`config.mk`:
```
export PLATFORM = sky130hd
export DESIGN_NAME = uart_frame_packer
export DESIGN_NICKNAME = d
export VERILOG_FILES = /design/src/rtl/uart_frame_packer.sv
export SDC_FILE = /design/constraint.sdc
export NUM_CORES = 1
export LEC_CHECK = 0
export CAP_MARGIN = 40
export CORE_ASPECT_RATIO = 1.25
export CORE_MARGIN = 2
export CORE_UTILIZATION = 35
export DETAILED_ROUTE_END_ITERATION = 7
export GPL_ROUTABILITY_DRIVEN = 0
export GPL_TIMING_DRIVEN = 0
export PLACE_DENSITY_LB_ADDON = 0.12
export SLEW_MARGIN = 20
export SYNTH_ARGS = -nofsm -noshare
export SYNTH_HDL_FRONTEND = slang
export SYNTH_SLANG_ARGS = --single-unit
```
`constraint.sdc`:
```
create_clock -name i_clk -period 12.7 [get_ports i_clk]
set_clock_uncertainty 0.05 [all_clocks]
set_input_delay 1.27 -clock i_clk [delete_from_list [all_inputs] [get_ports i_clk]]
set_output_delay 1.27 -clock i_clk [all_outputs]
set_load 0.01 [all_outputs]
```
`src/rtl/uart_frame_packer.sv`:
```
// uart_frame_packer: buffers 16-bit samples in a FIFO and sends them to uart_tx as framed bytes.
// A frame is AA 55 CHANNEL_ID seq, then each sample low byte first, then an 8-bit checksum.
// The checksum is the sum of CHANNEL_ID, seq and every sample byte.
// Ports:
//   i_clk, i_reset_n          clock and asynchronous active-low reset
//   i_sample_in/i_sample_valid sample write port; a write to a full FIFO is dropped and counted
//   i_tx_idle                 IDLE from uart_tx, assumed synchronous to i_clk
//   o_tx_wrreq/o_tx_wdata     byte write handshake to uart_tx
//   o_fifo_level              FIFO occupancy
//   o_overflow_cnt            saturating count of dropped samples
//   o_frame_done              one-cycle pulse once the checksum byte has been accepted
module uart_frame_packer #(
  parameter int unsigned FIFO_DEPTH        = 64,
  parameter int unsigned SAMPLES_PER_FRAME = 16,
  parameter logic [7:0]  CHANNEL_ID        = 8'h17
) (
  input  logic                          i_clk,
  input  logic                          i_reset_n,
  input  logic [15:0]                   i_sample_in,
  input  logic                          i_sample_valid,
  input  logic                          i_tx_idle,
  output logic                          o_tx_wrreq,
  output logic [7:0]                    o_tx_wdata,
  output logic [$clog2(FIFO_DEPTH):0]   o_fifo_level,
  output logic [15:0]                   o_overflow_cnt,
  output logic                          o_frame_done
);

  localparam int unsigned AW       = $clog2(FIFO_DEPTH);
  localparam int unsigned NumBytes = 2 * SAMPLES_PER_FRAME + 5;
  localparam int unsigned IdxW     = $clog2(NumBytes);
  localparam logic [IdxW-1:0] LastIdx = IdxW'(NumBytes - 1);
  localparam logic [AW:0]     Depth   = (AW+1)'(FIFO_DEPTH);
  localparam logic [AW:0]     Thresh  = (AW+1)'(SAMPLES_PER_FRAME);

  typedef enum logic [2:0] {StIdle, StLoad, StStrobe, StWaitBusy, StWaitDone} state_e;

  state_e            r_state, w_state_next;
  logic [15:0]       r_mem [FIFO_DEPTH];
  logic [AW-1:0]     r_wr_ptr, r_rd_ptr;
  logic [AW:0]       r_level;
  logic [15:0]       r_ovf;
  logic [IdxW-1:0]   r_byte_idx;
  logic [7:0]        r_seq, r_csum, r_wdata;
  logic              r_frame_done;

  logic [15:0]       w_head;
  logic [7:0]        w_cur_byte;
  logic              w_full, w_push, w_pop, w_byte_done, w_last, w_sample_hi;

  // ---------------- FIFO ----------------
  assign w_full = (r_level == Depth);
  // Fullness uses the pre-cycle level, so a push that meets a pop while full is still dropped.
  assign w_push = i_sample_valid && !w_full;
  assign w_head = r_mem[r_rd_ptr];

  always_ff @(posedge i_clk) begin
    if (w_push) r_mem[r_wr_ptr] <= i_sample_in;
  end

  always_ff @(posedge i_clk or negedge i_reset_n) begin
    if (!i_reset_n) begin
      r_wr_ptr <= '0;
      r_rd_ptr <= '0;
      r_level  <= '0;
      r_ovf    <= '0;
    end else begin
      if (w_push) r_wr_ptr <= r_wr_ptr + AW'(1);
      if (w_pop)  r_rd_ptr <= r_rd_ptr + AW'(1);
      if (w_push && !w_pop)      r_level <= r_level + (AW+1)'(1);
      else if (!w_push && w_pop) r_level <= r_level - (AW+1)'(1);
      if (i_sample_valid && w_full && r_ovf != 16'hFFFF) r_ovf <= r_ovf + 16'd1;
    end
  end

  // ---------------- byte selection ----------------
  // Sample bytes start at index 4 (even), so bit 0 of the index selects the high byte.
  assign w_sample_hi = r_byte_idx[0] && (r_byte_idx > IdxW'(4)) && (r_byte_idx != LastIdx);

  always_comb begin
    w_cur_byte = r_byte_idx[0] ? w_head[15:8] : w_head[7:0];
    if (r_byte_idx == IdxW'(0))      w_cur_byte = 8'hAA;
    else if (r_byte_idx == IdxW'(1)) w_cur_byte = 8'h55;
    else if (r_byte_idx == IdxW'(2)) w_cur_byte = CHANNEL_ID;
    else if (r_byte_idx == IdxW'(3)) w_cur_byte = r_seq;
    else if (r_byte_idx == LastIdx)  w_cur_byte = r_csum;
  end

  // ---------------- FSM ----------------
  always_ff @(posedge i_clk or negedge i_reset_n) begin
    if (!i_reset_n) r_state <= StIdle;
    else            r_state <= w_state_next;
  end

  always_comb begin
    w_state_next = r_state;
    unique case (r_state)
      StIdle:     if (r_level >= Thresh) w_state_next = StLoad;
      StLoad:     w_state_next = StStrobe;
      StStrobe:   w_state_next = StWaitBusy;
      StWaitBusy: if (!i_tx_idle) w_state_next = StWaitDone;
      StWaitDone: if (i_tx_idle) w_state_next = (r_byte_idx == LastIdx) ? StIdle : StLoad;
      default:    w_state_next = StIdle;
    endcase
  end

  always_comb begin
    o_tx_wrreq  = (r_state == StStrobe);
    w_byte_done = (r_state == StWaitDone) && i_tx_idle;
    w_pop       = w_byte_done && w_sample_hi;
    w_last      = w_byte_done && (r_byte_idx == LastIdx);
    // The byte is shown combinationally in LOAD so it leads o_tx_wrreq by one cycle.
    o_tx_wdata  = (r_state == StLoad) ? w_cur_byte : r_wdata;
  end

  // ---------------- frame datapath ----------------
  always_ff @(posedge i_clk or negedge i_reset_n) begin
    if (!i_reset_n) begin
      r_byte_idx   <= '0;
      r_seq        <= '0;
      r_csum       <= '0;
      r_wdata      <= '0;
      r_frame_done <= 1'b0;
    end else begin
      r_frame_done <= w_last;
      unique case (r_state)
        StIdle: begin
          r_byte_idx <= '0;
          r_csum     <= '0;
        end
        StLoad: begin
          r_wdata <= w_cur_byte;
          // Sync bytes and the checksum itself are excluded from the sum.
          if (r_byte_idx >= IdxW'(2) && r_byte_idx != LastIdx) r_csum <= r_csum + w_cur_byte;
        end
        StWaitDone: begin
          if (w_last)           r_seq      <= r_seq + 8'd1;
          else if (w_byte_done) r_byte_idx <= r_byte_idx + IdxW'(1);
        end
        default: ;
      endcase
    end
  end

  assign o_fifo_level   = r_level;
  assign o_overflow_cnt = r_ovf;
  assign o_frame_done   = r_frame_done;

endmodule

```
Word-level counts from Yosys, hierarchy flattened

Memories as Yosys holds them, arrays and structs flattened.
Cells that the tools add are included.

$lt $le $gt $ge: 3
Equality and inequality tests: 17
Reduce and logical (&&, ||, !) cells: 23
Add/subtract/negate cells: 8
Muxes and demuxes: 21

Operators by type and width:

| cell                                                                                | number |
|---|---|
| 8-bit two-way mux                                                                   | 8 |
| 6-bit by 1-bit adder with 6-bit output, second input constant                       | 3 |
| 16-bit by 1-bit adder with 16-bit output, second input constant                     | 1 |
| 16-bit inequality test, second input constant                                       | 1 |
| 8-bit case mux with 2 select lines                                                  | 1 |
| 3-bit case mux with 5 select lines                                                  | 1 |
| 7-bit two-way mux                                                                   | 2 |
| 6-bit by 2-bit == test with 1-bit output, second input constant                     | 2 |
| 6-bit two-way mux                                                                   | 2 |
| 6-bit case mux with 2 select lines                                                  | 1 |
| 1-bit logical AND                                                                   | 11 |
| 2-bit inequality test, second input constant                                        | 5 |
| 3-bit two-way mux                                                                   | 3 |
| 8-bit by 1-bit adder with 8-bit output, second input constant                       | 1 |
| 8-bit adder                                                                         | 1 |
| 7-bit by 1-bit adder with 7-bit output, second input constant                       | 1 |
| 7-bit == test, second input constant                                                | 1 |
| 7-bit by 5-bit greater-or-equal comparator with 1-bit output, second input constant | 1 |
| 7-bit by 1-bit subtractor with 7-bit output, second input constant                  | 1 |
| 3-bit by 2-bit == test with 1-bit output, second input constant                     | 2 |
| 6-bit by 1-bit == test with 1-bit output, second input constant                     | 1 |
| 6-bit == test, second input constant                                                | 1 |
| 6-bit by 2-bit greater-or-equal comparator with 1-bit output, second input constant | 1 |
| 6-bit by 3-bit greater-than comparator with 1-bit output, second input constant     | 1 |
| 11 further kinds                                                                    | 19 |

Bits in writable memories: 1024
Logic and storage cells: 83
Bits in registers: 69
Memories kept: 1
Input port bits: 20
Output and inout port bits: 33

Memories:

| name  | words | width | read ports | clocked after Yosys merged registers in | write ports | RTL line | text |
|---|---|---|---|---|---|---|---|
| r_mem | 64    | 16    | 1          | 0                                       | 1           | 39       | `logic [15:0] r_mem [FIFO_DEPTH];` |

Logic depth before layout (Yosys ltp)

An unclocked memory read counts as a cell.

Word-level depth: 10
Depth in mapped cells: 22
Mapped depth without buffers: 19

Least setup slack after synthesis

OpenSTA, ideal clock, no wires.

Path type: register to register
Start point: register r_rd_ptr[0]
End point: register r_csum[7]
Path buffers: 4
Required time: 12564 ps
Arrival time: 4722 ps
Clock period less this slack: 4858 ps
Library setup time: 86 ps
Cell stages (with the launch flop): 21
Setup slack: 7842 ps
Path through: dfrtp_1 -> buf_6 -> buf_6 -> buf_2 -> buf_2 -> mux4_2 -> mux2i_1 -> a21oi_1 -> mux4_2 -> nand3_1 -> and3_1 -> inv_1 -> ha_1 -> a21o_1 -> a21oi_1 -> o21bai_1 -> a2111oi_0 -> nor2_1 -> mux2_2 -> or2_2 -> a32oi_1

Cells in the longest elaborated chain, start to end: 10

RTL lines:

| element                            | RTL line | text |
|---|---|---|
| start: declaration                 | 40       | `logic [AW-1:0] r_wr_ptr, r_rd_ptr;` |
| start signal: assignment           | 69       | `if (w_pop) r_rd_ptr <= r_rd_ptr + AW'(1);` |
| memory read 64 x 16 bit            | n/a      |  |
| 8-bit two-way mux                  | 81       | `w_cur_byte = r_byte_idx[0] ? w_head[15:8] : w_head[7:0];` |
| 8-bit two-way mux                  | 86       | `else if (r_byte_idx == LastIdx) w_cur_byte = r_csum;` |
| 8-bit two-way mux                  | 85       | `else if (r_byte_idx == IdxW'(3)) w_cur_byte = r_seq;` |
| 8-bit two-way mux                  | 84       | `else if (r_byte_idx == IdxW'(2)) w_cur_byte = CHANNEL_ID;` |
| 8-bit two-way mux                  | 83       | `else if (r_byte_idx == IdxW'(1)) w_cur_byte = 8'h55;` |
| 8-bit two-way mux                  | 82       | `if (r_byte_idx == IdxW'(0)) w_cur_byte = 8'hAA;` |
| 8-bit adder                        | 134      | `if (r_byte_idx >= IdxW'(2) && r_byte_idx != LastIdx) r_csum <= r_csum + w_cur_byte;` |
| 8-bit two-way mux                  | 134      |  |
| 8-bit case mux with 2 select lines | 126      | `unique case (r_state)` |
| end signal: assignment             | 134      |  |
| end: declaration                   | 44       | `logic [7:0] r_seq, r_csum, r_wdata;` |

No other way between the ends. The select of a mux whose other input is x is not followed.
A chain may end at the register's enable or synchronous reset.

Worst setup path in the final report

Start point: register r_rd_ptr[2]
End point: output port o_tx_wdata[4]

Cells in the longest elaborated chain, start to end: 8

RTL lines:

| element                 | RTL line | text |
|---|---|---|
| memory read 64 x 16 bit | n/a      |  |
| 8-bit two-way mux       | 81       |  |
| 8-bit two-way mux       | 86       |  |
| 8-bit two-way mux       | 85       |  |
| 8-bit two-way mux       | 84       |  |
| 8-bit two-way mux       | 83       |  |
| 8-bit two-way mux       | 82       |  |
| 8-bit two-way mux       | n/a      |  |
| end: declaration        | 23       | `output logic [7:0] o_tx_wdata,` |

No other way between the ends.

==> summary.md <==
| Metric | Value |
|---|---|
| Seq/Total Area, Yosys | `0.750` |
| Slew headroom | `0.354` |
| RSZ-0062 raised after global routing | `false` |
| Multi-input gate area | `10700 sq um` |
| Ports | `53` |
| Hold crit path type | `flip-flop to flip-flop` |
| Starting Density | `0.352` |
| WL/cell | `34.6 microns` |
| Tmin final | `7.78 ns` |
| CTS tree | `yes` |
| Register Area | `32500 sq um` |
| Worst hold path cell count | `1` |
| Drt pass-1 iters | `6` |
| Power density cells | `175 nW/um^2` |
| # rows | `144` |
| Vias in the first global route | `22.5k` |
| CP max FO | `10` |
| Gr usage total | `0.220` |
| Hold_buf cts | `0` |
| Synth top area share | `0.710` |
| Post-synth EDFFs | `1024` |
| Endpoints failing setup | `0` |
| GRT Residual Overflow | `0` |
| Post-synth top area cell | `edfxtp_1` |
| CTS buffer count | `111` |
| Clock transition at path regs | `0.07 ns` |
| Worst Tran Pin Value | `0.956 ns` |
| Crit Path Class | `flip-flop to output pin` |
| Area post-placement | `47700 sq um` |
| Total Power | `8970 uW` |
| Crit start category | `flip-flop` |
| Largest net degree at the start of global routing | `65` |
| Die width | `319 microns` |
| Die ar. | `127000 sq um` |
| Post-CTS setup buffer count | `0` |
| Routed WL | `139000 microns` |
| Final ANT Viol Nets | `0` |
| Mapped Cells | `2079` |
| Setup Total Neg Slack | `0 ns` |
| Synth Net Count | `2121` |
| FMAX | `0.128 GHz` |
| Area of the mapped netlist | `43300 sq um` |
| Worst reg-to-reg path cell count | `20` |
| Synth Register Bits | `1093` |
| Max-cap check violation count | `0` |
| DRC viols | `0` |
| Most common cell in the netlist | `edfxtp_1` |
| Critical path arrival | `6.46 ns` |
| CTS resizes | `0` |
| FFs w/ async S/R, synth | `0.0631` |
| Core ar. | `123000 sq um` |
| Vias | `22.4k` |
| CP endpoint kind | `output pin` |
| Avg Cell Area, Syn | `20.8 sq um` |
| Hpwl dp | `92100 microns` |
| CTS sink cnt | `1093` |
| Top area cells in the synthesized netlist | `edfxtp_1, mux4_2, dfrtp_1, mux2i_1, nor2_1` |
| Synthesis Warnings | `0` |
| Run status | `completed` |
| Fillers | `10.8k` |
| Worst-case vdd ir drop | `0.000109 V` |
| Synth cell count leaders | `edfxtp_1, mux4_2, nor2_1` |
| Root Buffer | `clkbuf_16` |
| Antenna violations before repair | `4` |
| Critical path required time | `11.38 ns` |
| Clock network latency to the later pin of the worst-skew pair | `0.72 ns` |
| Layout cells sized above 1 | `0.289` |
| NumNets Final | `2356` |
| 1st-iter DRT viols | `2469` |
| H-tree Lvls | `3` |
| Clock Path Buffers | `3` |
| First-pass GRT wire length | `189000 microns` |
| Area grow syn2layout | `18.2%` |
| Unique masters post-synth | `59` |
| Main synth FF type | `edfxtp_1` |
| Final hold violations | `0` |
| DIE HEIGHT | `397 microns` |
| Leakage | `0.0161 uW` |
| Slew Limit Fails | `0` |
| Post-route cell area | `51200 sq um` |
| Port bufs | `52` |
| Period utilisation layout | `0.613` |
| Drt via density | `5.57` |
-- worst max-delay path, cell delays in order, from the launching register on --
cell and delay, ns:
dfrtp_1 0.65, buf_2 0.39, buf_2 0.47, buf_2 0.63, buf_2 0.68, mux2i_1 0.65
nand2_1 0.17, nand3_1 0.13, a21oi_1 0.07, a2111oi_0 0.76, nor2_1 0.25, mux2_2 0.34
clkdlybuf4s50_1 0.48
-- worst paths after layout --
path	from	end	slack [ns]
max	r_rd_ptr[2]	o_tx_wdata[4]	4.92
min	o_overflow_cnt[3]	o_overflow_cnt[3]	0.44
max reg2reg	r_rd_ptr[2]	r_csum[7]	5.38
min reg2reg	o_overflow_cnt[3]	o_overflow_cnt[3]	0.44
max in group asynchronous	i_reset_n	r_seq[7]	11.46
min in group asynchronous	i_reset_n	o_fifo_level[3]	0.51
-- per-stage QoR --
| stage | util | hold WS [ns] | worst slack (ns) | std cells |
|---|---|---|---|---|
| 2_1_floorplan | - | 0.390 | 7.84 | 2079 |
| 3_3_place_gp | 0.373 | 0.422 | 4.70 | 3737 |
| 3_5_place_dp | 0.387 | 0.413 | 5.45 | 3802 |
| 4_1_cts | 0.416 | 0.431 | 4.93 | 4009 |
| 5_1_grt | 0.416 | 0.459 | 4.89 | 4014 |
| 6_report | 0.416 | 0.436 | 4.92 | 4017 |
-- where the power goes --
group	internal [uW]	leakage [uW]	switching [uW]
Combinational	602	0.00423	978
Sequential	4110	0.0101	70.5
Clock	1820	0.00172	1390
-- state kept, by name (all words and copies together), names as in the netlist --
| signal | count |
|---|---|
| r_mem | 1024 |
| o_overflow_cnt | 16 |
| r_csum | 8 |
| r_seq | 8 |
| r_wdata | 8 |
| o_fifo_level | 7 |
| r_byte_idx | 6 |
| r_rd_ptr | 6 |
| r_wr_ptr | 6 |
| r_state | 3 |
| o_frame_done | 1 |
-- layer usage --
layer	up-vias	track usage	routed length [microns]	part of all wire
li1	9073	-	-	-
met1	12200	0.277	54200	0.39
met2	868	0.381	70900	0.51
met3	207	0.0341	8460	0.061
met4	0	0.0863	5420	0.039
met5	-	0	0	0
-- logic make-up (layout without fill, tap and decap cells) --
kind of cell | count (synthesis) | after routing | share of synthesized area
XOR/XNOR | 46 | 46 | 0.00930
other | 0 | 3 | 0
buffers and inverters | 125 | 454 | 0.0140
multiplexers | 370 | 370 | 0.169
adder cells (fa/ha/maj) | 22 | 22 | 0.00670
AND/OR/NAND/NOR | 289 | 289 | 0.0315
AO/OA/AOI/OAI | 134 | 134 | 0.0200
flip-flops | 1093 | 1093 | 0.750
-- area by class of cell --
class	instances	share of cell area
sequential	1093	0.634
multi-input combinational	861	0.209
clock buffer	139	0.0575
tap	1606	0.0392
timing repair buffer	122	0.0364
clock inverter	68	0.0110
buffer	107	0.0110
inverter	18	0.00132
antenna	3	0.000147
-- cell usage in the layout, fill, tap and decap left out, types with 21 or more instances in the layout --
master | synthesis | final
buf_2 | 35 | 52
mux2i_1 | 62 | 62
mux4_2 | 287 | 287
nor2_4 | 0 | 64
dfrtp_1 | 69 | 69
o21ai_0 | 34 | 34
mux2_2 | 21 | 21
clkdlybuf4s50_1 | 0 | 35
xor2_1 | 21 | 21
nand3_1 | 24 | 24
nand2_1 | 73 | 73
nor2_1 | 102 | 38
xnor2_1 | 25 | 25
clkbuf_16 | 0 | 113
a21oi_1 | 27 | 27
clkinv_1 | 0 | 28
edfxtp_1 | 1024 | 1024
buf_16 | 0 | 26
clkbuf_1 | 40 | 51
clkinv_2 | 0 | 24
Note: power is estimated with default switching activity, not from simulation.
